### src/rtl/controlador_matriz_ram.sv
// Moves one NUM_ELEM-word matrix between a flattened bus and a single-port RAM,
// one access per cycle, with an in-flight tag pipeline covering the RAM read latency.
module controlador_matriz_ram #(
    parameter int NUM_ELEM    = 25,
    parameter int LARGURA     = 9,
    parameter int ADDR_W      = 8,
    parameter int LAT_LEITURA = 2
) (
    input  logic                        clk,
    input  logic                        reset_n,
    input  logic                        inicia,
    input  logic                        operacao,
    input  logic [ADDR_W-1:0]           endereco_base,
    input  logic [NUM_ELEM*LARGURA-1:0] matriz_in,
    output logic [NUM_ELEM*LARGURA-1:0] matriz_out,
    output logic                        ocupado,
    output logic                        pronto,
    output logic [ADDR_W-1:0]           endereco,
    output logic [LARGURA-1:0]          dado_entrada,
    output logic                        grava,
    input  logic [LARGURA-1:0]          dado_saida
);

    localparam int CNT_W = (NUM_ELEM > 1) ? $clog2(NUM_ELEM) : 1;
    localparam logic [CNT_W-1:0] ULTIMO = CNT_W'(NUM_ELEM - 1);

    typedef enum logic [2:0] {OCIOSO, LEITURA, DRENO, ESCRITA, FIM} estado_t;

    estado_t                      estado, prox_estado;
    logic [CNT_W-1:0]             cnt, cnt_inc;
    logic [ADDR_W-1:0]            base_q;
    logic [NUM_ELEM*LARGURA-1:0]  matriz_q;
    logic [LAT_LEITURA:1]         vld_pipe;
    logic [LAT_LEITURA:1][CNT_W-1:0] idx_pipe;

    logic aceita, ultimo, captura, captura_ultima, emitindo;

    // FIM doubles as an idle cycle so back-to-back commands lose no cycle.
    assign aceita         = inicia && (estado == OCIOSO || estado == FIM);
    assign ultimo         = (cnt == ULTIMO);
    assign cnt_inc        = cnt + 1'b1;
    assign captura        = vld_pipe[LAT_LEITURA];
    assign captura_ultima = captura && (idx_pipe[LAT_LEITURA] == ULTIMO);
    assign emitindo       = (estado == LEITURA) || (estado == ESCRITA);

    assign ocupado = (estado == LEITURA) || (estado == DRENO) || (estado == ESCRITA);
    assign pronto  = (estado == FIM);

    always_comb begin
        prox_estado = estado;
        case (estado)
            OCIOSO, FIM: begin
                if (aceita) prox_estado = operacao ? ESCRITA : LEITURA;
                else        prox_estado = OCIOSO;
            end
            LEITURA: if (ultimo)         prox_estado = DRENO;
            DRENO:   if (captura_ultima) prox_estado = FIM;
            ESCRITA: if (ultimo)         prox_estado = FIM;
            default:                     prox_estado = OCIOSO;
        endcase
    end

    always_ff @(posedge clk) begin
        if (!reset_n) begin
            estado       <= OCIOSO;
            cnt          <= '0;
            base_q       <= '0;
            matriz_q     <= '0;
            vld_pipe     <= '0;
            idx_pipe     <= '0;
            matriz_out   <= '0;
            endereco     <= '0;
            dado_entrada <= '0;
            grava        <= 1'b0;
        end else begin
            estado <= prox_estado;

            // Each read issue is tagged with its element index; the tag
            // reaches the last stage exactly when its word is on dado_saida.
            vld_pipe[1] <= (estado == LEITURA);
            idx_pipe[1] <= cnt;
            for (int k = 2; k <= LAT_LEITURA; k++) begin
                vld_pipe[k] <= vld_pipe[k-1];
                idx_pipe[k] <= idx_pipe[k-1];
            end
            if (captura)
                matriz_out[idx_pipe[LAT_LEITURA]*LARGURA +: LARGURA] <= dado_saida;

            grava <= 1'b0;
            if (aceita) begin
                base_q   <= endereco_base;
                matriz_q <= matriz_in;
                cnt      <= '0;
                endereco <= endereco_base;
                grava    <= operacao;
                if (operacao) dado_entrada <= matriz_in[LARGURA-1:0];
            end else if (emitindo && !ultimo) begin
                cnt      <= cnt_inc;
                endereco <= base_q + ADDR_W'(cnt_inc);
                if (estado == ESCRITA) begin
                    grava        <= 1'b1;
                    dado_entrada <= matriz_q[cnt_inc*LARGURA +: LARGURA];
                end
            end
        end
    end

endmodule

### config.mk
export PLATFORM = sky130hd
export DESIGN_NAME = controlador_matriz_ram
export DESIGN_NICKNAME = d
export VERILOG_FILES = /design/src/rtl/controlador_matriz_ram.sv
export SDC_FILE = /design/constraint.sdc
export NUM_CORES = 1
export LEC_CHECK = 0
export CORE_MARGIN = 1
export CORE_UTILIZATION = 40
export CTS_BUF_LIST = sky130_fd_sc_hd__clkbuf_4 sky130_fd_sc_hd__clkbuf_8 sky130_fd_sc_hd__clkbuf_16
export CTS_CLUSTER_SIZE = 8
export DETAILED_ROUTE_END_ITERATION = 6
export PLACE_DENSITY = 0.76
export SLEW_MARGIN = 10
export SYNTH_ARGS = -nofsm -noshare
export SYNTH_HDL_FRONTEND = slang
export SYNTH_SLANG_ARGS = --single-unit
### constraint.sdc
create_clock -name clk -period 3.2 [get_ports clk]
set_clock_uncertainty 0.2 [all_clocks]
set_input_delay 0.96 -clock clk [delete_from_list [all_inputs] [get_ports clk]]
set_output_delay 0.96 -clock clk [all_outputs]
set_load 0.02 [all_outputs]
# Yosys cells after proc, flatten, opt, wreduce, memory -nomap -nowiden
# Index checks and enable logic that the tools add are counted.
# W data, S select, Z words.
# totals
reg_bits,496
inputBits,246
output_inout_bits,245
word_cells,61
# classes
addsub,3
multipliers,2
n_eq_ne,10
shifts,3
muxes,16
bitwise,1
reduce_logical,15
# ops
op,n
$bwmux W225,1
$shift A9 B34 Y225 const A,1
$shiftx A225 B10 Y9,1
$shiftx A9 B34 Y225,1
$mux W9,4
$neg A9 Y34,1
$mul A5 B4 Y9 const B,2
$mux W8,2
$pmux W3 S4,1
$eq A5 B5 Y1 const B,2
$mux W3,3
$add A8 B5 Y8,1
$ne A2 B2 Y1 const B,4
$eq A3 B2 Y1 const B,2
$reduce_and A3 Y1,2
$add A5 B1 Y5 const B,1
$logic_or A1 B1 Y1,4
$mux W2,2
$reduce_bool A2 Y1,2
$reduce_or A2 Y1,2
$eq A3 B1 Y1 const B,1
$eq A3 B3 Y1 const B,1
$logic_and A1 B1 Y1,3
$logic_not A3 Y1,1
3 further kinds,5

# Longest topological paths before layout
# Gate-level depths: netlist of run 1.
# depth
depth_word,6
ltp_mapped,11

# Least setup slack after synthesis of run 1
# Ideal clock, no wire load.
# synth_path
path_type,register to register
from,register cnt[1]
to,register endereco[7]
setup_time_ps,77
arrival_time_ps,2731
required_ps,2923
path_slack_ps,193
stages_incl_launch_ff,11
synth_period_minus_slack_ps,3007
path_cell_list,dfxtp_1 ha_1 buf_4 nand3_1 xnor2_2 inv_1 ha_1 o21ai_0 or4_1 a31o_2 o22ai_1
# synth_via
elab_chain_cells,4
word_cells_on_any_way,8
cone_classes,add/sub (2); eq/ne (1); mux (2); reduce/logical (3)
# synth_rtl
element,line_no,rtl
"start, declared",30,"logic [CNT_W-1:0] cnt, cnt_inc;"
"start signal, assigned",98,cnt <= cnt_inc;
$add A5 B1 Y5,41,assign cnt_inc = cnt + 1'b1;
via cnt_inc[4],30,
$add A8 B5 Y8,99,endereco <= base_q + ADDR_W'(cnt_inc);
$mux W8,97,end else if (emitindo && !ultimo) begin
$mux W8,90,if (aceita) begin
"end signal, assigned",94,endereco <= endereco_base;
"end signal, assigned",99,
"end, declared",18,"output logic [ADDR_W-1:0] endereco,"
# The timed path passes the listed nets, and every way through them passes these cells. The select of a mux whose other input is x is not followed.
# A chain may end at the register's enable or synchronous reset.

# Worst setup path after layout of run 1
# Ends and elaborated chain as after synthesis.

==> results.py, run 1 <==
metrics = {
    "clocking": {
        "cts_hold_buf": 0,
        "tritoncts": "done",
        "clk_path_buf_depth": 3,
        "htree_levels": 3,
        "numCtsBuffers": 72,
        "clk_pin_slew_ns": 0.05,
        "clk_latency_ns": 0.59,
        "cts_root_buf": "clkbuf_16",
        "cts.sinks": 496,
    },
    "logic_synthesis": {
        "synth_area_um2": 20400,
        "synth_xor_area_frac": 0.00687,
        "yosysWarnings": 0,
        "synth.avg_cell_area_um2": 9.04,
        "ys_types": 68,
        "syn-instance-count": 2256,
        "ys_seq_area_frac": 0.487,
        "async_flop_share": 0,
        "synth_edf_count": 0,
        "syn_nets": 2513,
        "synth_compound_area_frac": 0.0973,
        "synthAdderAreaFrac": 0.00712,
        "synth-seq-cells": 496,
        "synth-simple-area-share": 0.177,
        "synth_flop_cell": "dfxtp_1",
        "synth_top_family_by_area": "multiplexers",
        "synth_mux_area_frac": 0.180,
    },
    "sta": {
        "slew_viol_final": 0,
        "relSlewSlack": 0.400,
        "worst_slew_pin_slew_ns": 0.900,
        "final.period_utilization": 0.905,
        "setup_violations": 0,
        "finalCriticalPeriod_ns": 2.89,
        "hold_viol": 0,
        "setup_tns_ns": 0,
        "setup_slack_ns": 0.305,
        "fmax_mhz": 345,
        "holdWs_ns": 0.235,
        "grt_setup_unrepaired": "no",
    },
    "critical_path": {
        "crit_slowest_cell": "or4_1",
        "end_kind": "register",
        "r2r-start": "cnt[1]",
        "r2r-end": "endereco[7]",
        "crit_family": "simple AND/OR/NAND/NOR gates",
        "worst_path_largest_cell_delay_ns": 0.50,
        "r2r_cells": 10,
        "crit_arrival_ns": 3.19,
        "crit_chain": "buf_4 > ha_1 > nand3_1 > xnor2_2 > inv_1 > ha_1 > o21ai_0 > or4_1 > a31o_2 > o22ai_1",
        "critPathKind": "register to register",
        "r2r_slack_ns": 0.31,
        "critical_path.max_fanout": 8,
        "crit_top_cell": "ha_1",
        "cp-start-kind": "register",
        "crit_buf_inv": 2,
        "worstPathRequired_ns": 3.50,
    },
    "die": {
        "start_util": 0.406,
        "io_pins": 491,
        "core_area_um2": 50200,
        "rows": 82,
        "die_h_um": 228,
        "die-area_um2": 51900,
        "die_width_um": 228,
    },
    "detailed_routing": {
        "first_pass_iters": 7,
        "drc": 0,
        "drt.antenna.violating_nets": 0,
        "via_per_inst": 5.31,
        "drt_iter0_markers": 1409,
        "routedWlPerCell_um": 19.2,
        "totalWireLength_mm": 65.2,
        "via_count": 18000,
    },
    "hold_path": {
        "whs_path_depth": 1,
        "hold_path_end": "idx_pipe[9]",
        "hold_class": "register to register",
        "hold_start": "idx_pipe[4]",
    },
    "grt": {
        "globalRoute.totalOverflow": 0,
        "antenna_found_initial": 6,
        "grt_pass1_wl_mm": 101,
        "track_usage": 0.246,
        "grt_max_degree": 136,
        "grt_pass1_vias": 17800,
    },
    "place": {
        "dp_hpwl_mm": 47.5,
        "dp_slack_ns": 0.0854,
        "portBuffers": 490,
        "dp.cells": 3308,
        "gp_congestion": 0.874,
    },
    "finish": {
        "layout-drive-gt1-share": 0.0865,
        "post_layout_nonfiller_instances": 3394,
        "num-fill-cells": 4269,
        "final_nets": 2967,
        "multi_input_area_um2": 9580,
        "syn_to_final_growth_pct": 37.6,
        "seq_area_um2": 9930,
    },
    "status": {
        "outcome": "finished, final reports clean",
    },
    "power_and_ir_drop": {
        "peakVddDrop_uv": 354,
        "power_density_nw_per_um2": 551,
        "p_leak_nw": 11.4,
    },
    "run": {
        "drv_cap": 0,
    },
}
==> metal layers <==
layer	track usage	wire (µm)	up-vias
li1	-	-	8492
met1	0.292	25500	8631
met2	0.423	32300	767
met3	0.0551	4900	134
met4	0.110	2370	2
met5	0	17	-
==> power breakdown <==
group	internal [mW]	total, mW	switching [mW]
combinational	0.889	2.01	1.13
sequential	6.49	6.65	0.161
clock	4.16	6.79	2.64
total	11.5	15.5	3.92
==> worst max path at each step <==
| stage | startpoint | endpoint | slack, ns | depth (start not counted) |
|---|---|---|---|---|
| 3_3_place_gp | inicia | dado_entrada[6] | 0.19 | 6 |
| 5_1_grt | estado[1] | pronto | 0.16 | 3 |
| 2_1_floorplan | cnt[1] | endereco[7] | 0.19 | 10 |
| 6_report | cnt[1] | endereco[7] | 0.31 | 10 |
| 4_1_cts | estado[1] | pronto | 0.23 | 3 |
| 3_5_place_dp | inicia | dado_entrada[5] | 0.09 | 6 |
==> worst register-to-register path, delay by kind of cell, from the launching register on <==
kind            cells  cell delay (ns)
compound gates      3             0.54
xor+xnor            1             0.17
fa+ha+maj           2             0.64
buf+inv             2             0.26
flops               1             0.32
simple gates        2             0.66
==> cell families after synthesis <==
family / Yosys count
xor+xnor: 13
mux: 299
buf+inv: 208
fa+ha+maj: 11
flops: 496
simple gates: 893
compound gates: 336
==> registers in the layout (all words and copies together) (netlist names) <==
signal	count
matriz_out	225
base_q	8
idx_pipe	10
grava	1
endereco	8
estado	3
dado_entrada	9
cnt	5
vld_pipe	2
matriz_q	225
==> cells in the final DEF, fill, tap and decap left out, types with 3 or more instances in the layout <==
master / Yosys / final
a2111o_1: 8 / 8
a211oi_1: 4 / 4
a21oi_1: 244 / 244
a221oi_1: 8 / 8
a311oi_1: 3 / 3
and2_1: 18 / 18
buf_12: 0 / 13
buf_4: 11 / 60
clkbuf_16: 0 / 73
clkdlybuf4s50_1: 0 / 487
dfxtp_1: 496 / 495
diode_2: 0 / 4
ha_1: 10 / 9
inv_1: 24 / 23
mux2i_1: 244 / 244
mux4_2: 54 / 54
nand2_1: 578 / 578
nand2_2: 4 / 4
nand3_1: 22 / 22
nand4_1: 17 / 17
nor2_1: 217 / 217
nor2b_1: 5 / 5
nor3_1: 9 / 9
nor3b_1: 4 / 3
o211a_1: 8 / 8
o21a_1: 13 / 13
o21ai_0: 13 / 13
o22ai_1: 9 / 9
xnor2_1: 7 / 6
xor2_1: 4 / 4
==> area by class of cell <==
cell class,count,share of cell area
Sequential cell,496,0.354
Antenna cell,4,0.000357
Clock buffer,76,0.0662
Timing Repair Buffer,562,0.200
Clock inverter,6,0.00406
Tap cell,672,0.0300
Inverter,26,0.00375
Multi-Input combinational cell,1552,0.342
==> synth_stat cells, types with 3 or more instances <==
cell type | count | area [µm²]
nand2_1 | 578 | 2170
dfxtp_1 | 496 | 9930
a21oi_1 | 244 | 1220
mux2i_1 | 244 | 2440
nor2_1 | 217 | 815
clkbuf_1 | 118 | 443
mux4_2 | 54 | 1220
buf_2 | 45 | 225
inv_1 | 24 | 90.1
nand3_1 | 22 | 110
and2_1 | 18 | 113
nand4_1 | 17 | 106
o21a_1 | 13 | 97.6
o21ai_0 | 13 | 65.1
buf_4 | 11 | 82.6
ha_1 | 10 | 125
nor3_1 | 9 | 45.0
o22ai_1 | 9 | 56.3
a2111o_1 | 8 | 90.1
a221oi_1 | 8 | 70.1
o211a_1 | 8 | 80.1
xnor2_1 | 7 | 61.3
buf_1 | 5 | 18.8
nor2b_1 | 5 | 31.3
a211oi_1 | 4 | 30.0
nand2_2 | 4 | 25.0
nor3b_1 | 4 | 30.0
xor2_1 | 4 | 35.0
a311oi_1 | 3 | 26.3
buf_6 | 3 | 33.8
==> metrics by stage <==
stage	cell area [µm²]	power [mW]	utilization
3_5_place_dp	26100	8.79	0.520
4_1_cts	28000	15.6	0.559
2_1_floorplan	20400	7.89	-
5_1_grt	28000	16.0	0.559
3_3_place_gp	26100	8.73	0.520
6_report	28000	15.5	0.559
==> repair_timing <==
action	4_1_cts	5_1_grt
setup endpoints to repair	2	0
endpoints found under the hold margin	0	0
setup buffers	0	0
gates resized for setup	2	0
(Power assumes the default switching activity.)
==> inputs of run 2 (changes only) <==
Settings changed: GPL_ROUTABILITY_DRIVEN set to 0, REMOVE_ABC_BUFFERS set to 1.
==> run 2 against run 1 <==
Global-route usage decreased by 0.38 points; sequential power about the same; critical endpoint is now pronto; via count decreased by 0.48%; non-clock buffer count increased by 1; wire length decreased by 1.5%; utilization decreased by 0.17 points; setup slack got worse by 0.18 ns; die area unchanged.
==> results.py, run 2 (same netlist as run 1, synthesis figures left out) <==
metrics = {
    "status": {
        "outcome": "finished, final reports clean",
    },
    "detailed_routing": {
        "drt_iter0_markers": 1361,
        "routedWlPerCell_um": 18.9,
        "via_count": 17900,
        "drc": 0,
        "first_pass_iters": 6,
        "via_per_inst": 5.29,
        "totalWireLength_mm": 64.2,
        "drt.antenna.violating_nets": 0,
    },
    "critical_path": {
        "critical_path.max_fanout": 7,
        "worst_path_largest_cell_delay_ns": 0.64,
        "critPathKind": "register to output pin",
        "worstPathRequired_ns": 2.04,
        "crit_slowest_cell": "clkdlybuf4s50_1",
        "r2r_slack_ns": 0.27,
        "cp-start-kind": "register",
        "crit_chain": "nor2_2 > and2_1 > clkdlybuf4s50_1",
        "end_kind": "output pin",
        "crit_arrival_ns": 1.91,
    },
    "sta": {
        "holdWs_ns": 0.220,
        "setup_slack_ns": 0.129,
        "hold_viol": 0,
        "worst_slew_pin_slew_ns": 0.826,
        "finalCriticalPeriod_ns": 3.07,
        "fmax_mhz": 326,
        "slew_viol_final": 0,
        "setup_tns_ns": 0,
        "final.period_utilization": 0.960,
        "setup_violations": 0,
        "grt_setup_unrepaired": "no",
        "relSlewSlack": 0.448,
    },
    "place": {
        "placed_area_um2": 26100,
        "dp_hpwl_mm": 45.5,
        "portBuffers": 490,
        "dp_slack_ns": 0.0712,
    },
    "finish": {
        "layout_common_cells": "nand2_1, dfxtp_1, clkdlybuf4s50_1",
        "layout_commonest_cell": "nand2_1",
        "layout-drive-gt1-share": 0.0866,
        "num-fill-cells": 4310,
        "syn_to_final_growth_pct": 37.1,
        "fin_area_um2": 28000,
        "reg_top3": "matriz_out (225), matriz_q (225), idx_pipe (10)",
        "final_nets": 2967,
    },
    "hold_path": {
        "hold_class": "register to register",
    },
    "grt": {
        "grt.busiest_layer": "met2",
        "use_met1": 0.288,
        "antenna_found_initial": 4,
        "grt_pass1_vias": 17800,
        "grt_pass1_wl_mm": 99.1,
        "grt_use_met3": 0.0563,
        "track_usage": 0.242,
        "use_met2": 0.415,
        "globalRoute.totalOverflow": 0,
        "grt_max_degree": 109,
    },
    "clocking": {
        "htree_levels": 3,
        "numCtsBuffers": 71,
        "cts_hold_buf": 0,
        "tritoncts": "done",
        "clk_latency_ns": 0.59,
        "clk_pin_slew_ns": 0.05,
        "clk_path_buf_depth": 3,
        "ctsResizeCount": 1,
        "cts_root_buf": "clkbuf_16",
        "cts.sinks": 496,
        "cts_setup_buffers": 0,
    },
    "power_and_ir_drop": {
        "p_leak_nw": 11.3,
        "power.total_mw": 15.2,
        "power_density_nw_per_um2": 544,
        "peakVddDrop_uv": 341,
    },
    "die": {
        "die-area_um2": 51900,
        "core_area_um2": 50200,
        "rows": 82,
        "io_pins": 491,
        "die_h_um": 228,
        "die_width_um": 228,
        "start_util": 0.406,
    },
    "run": {
        "drv_cap": 0,
    },
}
==> run 2: cell count changes in the layout (fill, tap and decap cells not counted), moves of 2 or more <==
cell	before	now
inv_6	2	4
clkdlybuf4s50_1	487	489
dlygate4sd2_1	2	0
buf_4	60	62
==> run 2: report_power, final <==
| group | total, mW | internal, mW | switching (mW) |
|---|---|---|---|
| Sequential | 6.66 | 6.49 | 0.173 |
| Combinational | 1.98 | 0.882 | 1.10 |
| Clock | 6.56 | 4.00 | 2.56 |
==> run 2: metrics by stage <==
stage / utilization / cells
2_1_floorplan: - / 2074
3_3_place_gp: 0.520 / 3309
3_5_place_dp: 0.520 / 3309
4_1_cts: 0.557 / 3387
5_1_grt: 0.557 / 3389
6_report: 0.557 / 3391
==> run 2: per-layer routing <==
layer,up-vias,part of all wire,wire [µm]
li1,8475,-,-
met1,8526,0.40,25500
met2,795,0.48,31000
met3,141,0.083,5320
met4,2,0.036,2310
met5,-,0.00020,13
==> run 2: critical path, delay by kind of cell (launching register included) <==
kind / cells / cell delay, ns
buf+inv: 1 / 0.64
flops: 1 / 0.38
simple gates: 2 / 0.32
==> run 2: layout make-up <==
class | count | area (µm²) | share of cell area
Timing Repair Buffer | 563 | 5600 | 0.200
Clock inverter | 4 | 35.0 | 0.00125
Inverter | 26 | 105 | 0.00376
Tap cell | 672 | 841 | 0.0301
Sequential cell | 496 | 9930 | 0.355
Multi-Input combinational cell | 1552 | 9590 | 0.343
Antenna cell | 4 | 10.0 | 0.000358
Clock buffer | 74 | 1830 | 0.0656
==> run 2: worst paths after layout <==
path	startpoint	to	depth (start not counted)
max	estado[1]	pronto	3
min	vld_pipe[1]	vld_pipe[2]	1
max reg2reg	cnt[0]	dado_entrada[1]	6
min reg2reg	vld_pipe[1]	vld_pipe[2]	1
